File: config.mk
export PLATFORM = sky130hd
export DESIGN_NAME = ex_result_collect
export DESIGN_NICKNAME = d
export VERILOG_FILES = /design/src/rtl/ex_result_collect.sv
export SDC_FILE = /design/constraint.sdc
export NUM_CORES = 1
export LEC_CHECK = 0
export CELL_PAD_IN_SITES_DETAIL_PLACEMENT = 1
export CELL_PAD_IN_SITES_GLOBAL_PLACEMENT = 1
export CORE_ASPECT_RATIO = 2
export CORE_UTILIZATION = 30
export DETAILED_ROUTE_END_ITERATION = 8
export PLACE_DENSITY_LB_ADDON = 0.1
export SLEW_MARGIN = 40
export SYNTH_ARGS = -nofsm -noshare
export SYNTH_HDL_FRONTEND = slang
export SYNTH_SLANG_ARGS = --single-unit
File: constraint.sdc
create_clock -name clk -period 2 [get_ports clk]
set_input_delay 0.3 -clock clk [delete_from_list [all_inputs] [get_ports clk]]
set_output_delay 0.3 -clock clk [all_outputs]
set_load 0.005 [all_outputs]
File: src/rtl/ex_result_collect.sv
// rtl/ex_result_collect.sv - EX-stage result selector with multi-cycle unit stall/wait and timeout
module ex_result_collect #(
  parameter int                   DATA_WIDTH = 32,
  parameter int                   NUM_UNITS  = 4,
  parameter int                   TAG_WIDTH  = 5,
  parameter logic [NUM_UNITS-1:0] MULTI_MASK = 4'b0110,
  parameter int                   TIMEOUT    = 64
) (
  input  logic                            clk,
  input  logic                            rst,
  input  logic                            flush,
  input  logic                            issue_valid,
  input  logic [NUM_UNITS-1:0]            issue_sel,
  input  logic [TAG_WIDTH-1:0]            issue_tag,
  input  logic [NUM_UNITS*DATA_WIDTH-1:0] unit_result,
  input  logic [NUM_UNITS-1:0]            unit_done,
  output logic                            out_valid,
  output logic [DATA_WIDTH-1:0]           out_data,
  output logic [TAG_WIDTH-1:0]            out_tag,
  output logic                            stall_req,
  output logic                            sel_error
);

  localparam int CW = $clog2(TIMEOUT);

  typedef enum logic {S_IDLE, S_WAIT} state_t;

  state_t                state_q;
  logic [CW-1:0]         cnt_q;
  logic [NUM_UNITS-1:0]  cap_sel_q;
  logic [TAG_WIDTH-1:0]  cap_tag_q;
  logic                  out_valid_q;
  logic [DATA_WIDTH-1:0] out_data_q;
  logic [TAG_WIDTH-1:0]  out_tag_q;
  logic                  sel_error_q;

  logic issue_onehot;
  logic issue_multi;
  logic done_hit;

  // AND-OR mux over the packed unit results; select is known one-hot here
  function automatic logic [DATA_WIDTH-1:0] pick(input logic [NUM_UNITS-1:0]            s,
                                                 input logic [NUM_UNITS*DATA_WIDTH-1:0] r);
    logic [DATA_WIDTH-1:0] v;
    v = '0;
    for (int k = 0; k < NUM_UNITS; k++) begin
      if (s[k]) v = v | r[k*DATA_WIDTH +: DATA_WIDTH];
    end
    return v;
  endfunction

  assign issue_onehot = (issue_sel != '0) &&
                        ((issue_sel & (issue_sel - NUM_UNITS'(1))) == '0);
  assign issue_multi  = |(issue_sel & MULTI_MASK);
  assign done_hit     = |(unit_done & cap_sel_q);

  // Stall drops in the done cycle so the issue stage can advance alongside the result
  always_comb begin
    stall_req = 1'b0;
    if (state_q == S_IDLE) stall_req = issue_valid && issue_onehot && issue_multi;
    else                   stall_req = !done_hit;
  end

  always_ff @(posedge clk) begin
    if (rst) begin
      state_q     <= S_IDLE;
      cnt_q       <= '0;
      cap_sel_q   <= '0;
      cap_tag_q   <= '0;
      out_valid_q <= 1'b0;
      out_data_q  <= '0;
      out_tag_q   <= '0;
      sel_error_q <= 1'b0;
    end else if (flush) begin
      state_q     <= S_IDLE;
      cnt_q       <= '0;
      out_valid_q <= 1'b0;
      sel_error_q <= 1'b0;
    end else begin
      out_valid_q <= 1'b0;
      sel_error_q <= 1'b0;
      case (state_q)
        S_IDLE: begin
          if (issue_valid) begin
            if (!issue_onehot) begin
              out_valid_q <= 1'b1;
              out_data_q  <= '0;
              out_tag_q   <= issue_tag;
              sel_error_q <= 1'b1;
            end else if (issue_multi) begin
              cap_sel_q <= issue_sel;
              cap_tag_q <= issue_tag;
              cnt_q     <= '0;
              state_q   <= S_WAIT;
            end else begin
              out_valid_q <= 1'b1;
              out_data_q  <= pick(issue_sel, unit_result);
              out_tag_q   <= issue_tag;
            end
          end
        end
        S_WAIT: begin
          // Done is tested before the timeout so a done on the final count still completes
          if (done_hit) begin
            out_valid_q <= 1'b1;
            out_data_q  <= pick(cap_sel_q, unit_result);
            out_tag_q   <= cap_tag_q;
            cnt_q       <= '0;
            state_q     <= S_IDLE;
          end else if (cnt_q == CW'(TIMEOUT - 1)) begin
            sel_error_q <= 1'b1;
            cnt_q       <= '0;
            state_q     <= S_IDLE;
          end else begin
            cnt_q <= cnt_q + CW'(1);
          end
        end
        default: state_q <= S_IDLE;
      endcase
    end
  end

  assign out_valid = out_valid_q;
  assign out_data  = out_data_q;
  assign out_tag   = out_tag_q;
  assign sel_error = sel_error_q;

endmodule

==> flow_summary.json, run 1 <==
{
  "cp.arrival_ns": 2.17,
  "antenna_left": 0,
  "fin_util_pct": 48.4,
  "fp.coreArea_sq_um": 12600,
  "hold_path_end": "cap_tag_q[0]",
  "critPathLaunchType": "input port",
  "netlist_area_sq_um": 3920,
  "numCtsBuffers": 5,
  "post-route-min-period_ns": 1.92,
  "place_congestion": 0.797,
  "vdd_drop_max_mv": 0.325,
  "drc": 0,
  "cp_max_fo": 22,
  "relSlewSlack_pct": 68.2,
  "crit_required_ns": 2.24,
  "max_clock_freq_mhz": 520,
  "r2r_end": "out_data[4]",
  "slowest_delay_ns": 0.45,
  "clock_skew_ns": 0.00978,
  "die_x_um": 82.9,
  "grt_max_degree": 38,
  "drv_slew": 0,
  "worstHoldPathType": "reg2reg",
  "synth.top_cells.by_area": "dfxtp_1 (28%), a22oi_1 (12%), o221a_1 (8.3%)",
  "final-setup-viol-count": 0,
  "synth-main-ff-cell": "dfxtp_1",
  "tightest_slew_ns": 0.477,
  "grt_pass1_wl_um": 28700,
  "synth_top_area_share_pct": 28.1,
  "clockBufferDepth": 2,
  "io_pins": 185,
  "outcome": "complete, no violations",
  "antenna_found_initial": 4,
  "path_class": "in2reg",
  "synth_common_cells": "a22oi_1 (65), dfxtp_1 (55), a21oi_1 (37)",
  "area_delta_synth_final_pct": 55.8,
  "synthArstFlopShare_pct": 0,
  "synth.avg_cell_area_sq_um": 9.08,
  "cpMaxStageDelayCell": "clkdlybuf4s50_1",
  "root_buffer": "clkbuf_16",
  "clock-sinks": 55,
  "synth-edff-count": 0,
  "endpoint_kind": "flop",
  "tns_ns": 0,
  "h-tree-depth": 2,
  "ys_seq_elements": 55,
  "die-area_sq_um": 13600,
  "synth_cells": 432,
  "hp-start": "cap_tag_q[0]",
  "seqCellArea_sq_um": 1100,
  "critPathLaunch": "issue_sel[0]",
  "period_share_pct": 96.1,
  "synth-seq-area-share_pct": 28.1,
  "fp.dieH_um": 164,
  "syn_nets": 578,
  "insertion_delay_ns": 0.30,
  "drt-wirelength-per-cell_um": 25.2,
  "io_buffers": 184,
  "num_rows": 58,
  "cts_tree": "done",
  "max_cap_violations": 0,
  "post-cts-setup-buffers": 0,
  "path_cells": "clkdlybuf4s50_1 -> buf_4 -> nor4b_2 -> a211oi_4 -> buf_12 -> o32ai_1 -> o221a_1",
  "start_util_pct": 31.1,
  "dp_hpwl_um": 13600,
  "grt_pass1_vias": 5305,
  "rr_worst_depth": 5,
  "path_clk_slew_ns": 0.07,
  "synthDistinctLibCells": 42,
  "yosys.area.top_type": "dfxtp_1",
  "drt-initial-drc-count": 212,
  "nNetsFinal": 743,
  "power_density_nw_per_um2": 509,
  "final_hold_viol_count": 0,
  "nFillCells": 1443,
  "multi_input_area_sq_um": 2490,
  "timing.reg2reg.setup_slack_ns": 0.34,
  "grt_usage_pct": 27.1,
  "hold_depth": 2,
  "grt_setup_unrepaired": "false",
  "drive_gt1_share_pct": 10.6,
  "p_leak_nw": 1.97,
  "viasPerCell": 6.45,
  "hold_buffers": 0,
  "wirelength_um": 19000,
  "drtPass1Iterations": 6,
  "yosysMostFrequentCell": "a22oi_1",
  "yosysWarnings": 0,
  "crit-reg2reg-launch": "cap_sel_q[2]",
  "grt.overflow.total": 0,
  "vias": 4861
}
critical path, delay by kind of cell:
family                 cells  cell delay (ns)
buffers and inverters      3             0.82
AOI/OAI and AO/OA          3             0.63
and+or+nand+nor            1             0.41
timing repair:
item                                    in CTS  in global routing
endpoints found under the setup margin       1                  1
pin swaps                                    1                  0
cloned                                       0                  0
resized for setup                            2                  1
state kept, by name, indices dropped and copies added (netlist names):
signal and cells:
cap_sel_q 4, cap_tag_q 5, sel_error 1, cnt_q 6, out_data 32, state_q 1
out_valid 1, out_tag 5
per-layer routing:
| layer | GRT usage [%] | up-vias | part of all wire (%) |
|---|---|---|---|
| met5 | 0 | - | 0 |
| met3 | 3.32 | 57 | 4.0 |
| met4 | 19.7 | 0 | 5.1 |
| li1 | - | 2173 | - |
| met2 | 50.7 | 212 | 56 |
| met1 | 27.4 | 2419 | 35 |
worst max path at each step:
| stage | cells after the start | end |
|---|---|---|
| after floorplan | 7 | out_data[11] |
| after global placement | 5 | stall_req |
| after detailed placement | 7 | out_data[4] |
| after CTS | 7 | out_data[4] |
| after global routing | 7 | out_data[4] |
| final | 7 | out_data[4] |
report_power, final:
| part | internal, mW | switching, mW |
|---|---|---|
| Combinational | 0.540 | 0.385 |
| Sequential | 1.15 | 0.0346 |
| Clock | 0.586 | 0.414 |
| Total | 2.28 | 0.834 |
stage by stage:
stage                     hold WS [ns]  cell area (sq um)  worst slack (ns)  power [mW]  cells
after CTS                        0.510               6090            0.0767        3.14    747
final                            0.503               6110            0.0772        3.11    754
after global placement           0.473               5920            -0.206        2.11    740
after detailed placement         0.493               5920            -0.225        2.13    740
after floorplan                  0.447               3920             0.297        1.55    432
after global routing             0.527               6100            0.0112        3.23    751
final cells by class:
class	instances	share of cell area, %
multi-input combinational	309	40.7
timing repair buffer	220	34.9
sequential	55	18.0
tap	150	3.07
clock buffer	6	2.11
clock inverter	1	0.491
inverter	6	0.368
antenna	7	0.287
logic make-up after synthesis:
group,share of synthesized area [%]
adder cells (fa/ha/maj),0.319
AND/OR/NAND/NOR,6.73
flip-flops,28.1
multiplexers,2.81
AO/OA/AOI/OAI,52.4
buffers and inverters,9.02
XOR/XNOR,0.638
cells in the final DEF, fill, tap and decap left out, types with 4 or more instances in the layout:
cell | synthesis | layout
a221oi_1 | 32 | 32
clkdlybuf4s50_1 | 0 | 180
dfxtp_1 | 55 | 54
inv_1 | 5 | 5
a211oi_2 | 6 | 5
mux2i_1 | 11 | 11
o32ai_1 | 32 | 32
nand2_1 | 4 | 4
nor3_1 | 8 | 7
nor2_1 | 12 | 12
clkbuf_16 | 0 | 5
a22oi_1 | 65 | 65
a22o_1 | 34 | 34
buf_4 | 0 | 33
nand3_1 | 10 | 10
diode_2 | 0 | 7
a21oi_1 | 37 | 37
o221a_1 | 29 | 29
(Power assumes the default switching activity.)
==> run 2, diff against run 1 <==
SKIP_CTS_REPAIR_TIMING = 1   (was default)
==> run 2 against run 1 <==
Net effect: first-iteration DRC count fell by 0.47%; sequential power barely moved; sequential share of layout area barely moved; count of clock-buffer cells in the layout did not move; worst setup slack barely moved; critical path depth did not move; sequential cell count did not move; global-route usage barely moved; cell area barely moved; combinational power barely moved; worst hold slack barely moved; critical endpoint unchanged; largest cell class unchanged; largest power group unchanged.
==> flow_summary.json, run 2 (synthesis gave the netlist of run 1 again) <==
{
  "max_clock_freq_mhz": 520,
  "max_cap_violations": 0,
  "grt_pass1_vias": 5299,
  "fp.coreArea_sq_um": 12600,
  "cpMaxStageDelayCell": "clkdlybuf4s50_1",
  "grt.overflow.total": 0,
  "post-route-min-period_ns": 1.92,
  "die_x_um": 82.9,
  "critPathLaunch": "issue_sel[0]",
  "clockBufferDepth": 2,
  "drt-wirelength-per-cell_um": 25.2,
  "power_density_nw_per_um2": 509,
  "rr_worst_depth": 5,
  "crit-reg2reg-launch": "cap_sel_q[2]",
  "timing.reg2reg.setup_slack_ns": 0.34,
  "whs_ns": 0.503,
  "most-common-layout-cells": "clkdlybuf4s50_1 (180), a22oi_1 (65), dfxtp_1 (54)",
  "setup_ws_ns": 0.0768,
  "final-setup-viol-count": 0,
  "preCtsSetupSlack_ns": -0.225,
  "insertion_delay_ns": 0.30,
  "crit_required_ns": 2.24,
  "fin_area_sq_um": 6120,
  "place_congestion": 0.797,
  "vdd_drop_max_mv": 0.322,
  "clock_skew_ns": 0.00993,
  "final_cell_count_no_fill": 754,
  "hold_path_end": "cap_tag_q[0]",
  "h-tree-depth": 2,
  "io_buffers": 184,
  "place_inst": 740,
  "antenna_left": 0,
  "tightest_slew_ns": 0.475,
  "clock-sinks": 55,
  "fp.dieH_um": 164,
  "path_cells": "clkdlybuf4s50_1 -> buf_4 -> nor4b_2 -> a211oi_4 -> buf_12 -> o32ai_1 -> o221a_1",
  "largest_reg_flops": 32,
  "layout_commonest_cell": "clkdlybuf4s50_1",
  "p_leak_nw": 1.98,
  "drt-initial-drc-count": 211,
  "relSlewSlack_pct": 68.4,
  "period_share_pct": 96.2,
  "grt_usage_pct": 27.1,
  "viasPerCell": 6.45,
  "grt_max_degree": 38,
  "worstHoldPathType": "reg2reg",
  "cp_max_fo": 22,
  "start_util_pct": 31.1,
  "io_pins": 185,
  "drv_slew": 0,
  "cts_tree": "done",
  "area_delta_synth_final_pct": 55.9,
  "antenna_found_initial": 4,
  "path_class": "in2reg",
  "grt_setup_unrepaired": "false",
  "hold_depth": 2,
  "wirelength_um": 19000,
  "root_buffer": "clkbuf_16",
  "critPathLaunchType": "input port",
  "seqCellArea_sq_um": 1100,
  "slowest_delay_ns": 0.45,
  "drc": 0,
  "drtPass1Iterations": 5,
  "outcome": "complete, no violations",
  "numCtsBuffers": 5,
  "vias": 4860,
  "nFillCells": 1443,
  "cp.arrival_ns": 2.16,
  "hp-start": "cap_tag_q[0]",
  "placed_area_sq_um": 5920,
  "drive_gt1_share_pct": 10.6,
  "nNetsFinal": 743,
  "dp_hpwl_um": 13600,
  "multi_input_area_sq_um": 2490,
  "r2r_end": "out_data[4]",
  "num_rows": 58,
  "endpoint_kind": "flop",
  "final_hold_viol_count": 0,
  "die-area_sq_um": 13600,
  "path_clk_slew_ns": 0.07,
  "grt_pass1_wl_um": 28700
}
[run 2: changes by cell type in the layout (fill, tap and decap cells not counted), sizes merged]
cell	change
dlygate4sd2	-1
dlymetal6s2s	+1
[run 2: critical path, delay by kind of cell]
family	cells	cell delay, ns
AND/OR/NAND/NOR	1	0.41
AO/OA/AOI/OAI	3	0.63
buffers and inverters	3	0.82
[run 2: routing by layer]
layer | GRT usage [%] | up-vias | routed length [um] | part of all wire, %
met4 | 19.7 | 0 | 991 | 5.2
met2 | 50.6 | 194 | 10600 | 56
met3 | 3.32 | 60 | 682 | 3.6
met5 | 0 | - | 0 | 0
met1 | 27.4 | 2435 | 6780 | 36
li1 | - | 2171 | - | -
[run 2: where the power goes]
group / leakage [nW] / switching [mW] / total, mW / internal, mW
logic: 1.46 / 0.386 / 0.926 / 0.540
registers: 0.450 / 0.0348 / 1.19 / 1.15
clock network: 0.0770 / 0.413 / 0.999 / 0.586
total: 1.98 / 0.833 / 3.11 / 2.28
[run 2: area by class of cell]
class                           instances  share of cell area [%]
Multi-Input combinational cell        309                    40.7
Timing Repair Buffer                  220                    34.9
Sequential cell                        55                    18.0
Tap cell                              150                    3.07
Clock buffer                            6                    2.11
Clock inverter                          1                   0.491
Inverter                                6                   0.368
Antenna cell                            7                   0.286
[run 2: per-stage QoR]
| step | utilization, % | setup TNS [ns] | power [mW] |
|---|---|---|---|
| after floorplan | - | 0 | 1.55 |
| after global placement | 46.9 | -5.08 | 2.11 |
| after detailed placement | 46.9 | -6.20 | 2.13 |
| after CTS | 48.2 | -0.209 | 3.14 |
| after global routing | 48.4 | 0 | 3.23 |
| final | 48.4 | 0 | 3.11 |
[run 2: worst max path at each step]
stage,slack [ns],to,depth (start not counted)
floorplan,0.30,out_data[11],7
global placement,-0.21,stall_req,5
detailed placement,-0.23,out_data[4],7
CTS,-0.21,stall_req,5
global route,0.01,out_data[4],7
finish,0.08,out_data[4],7
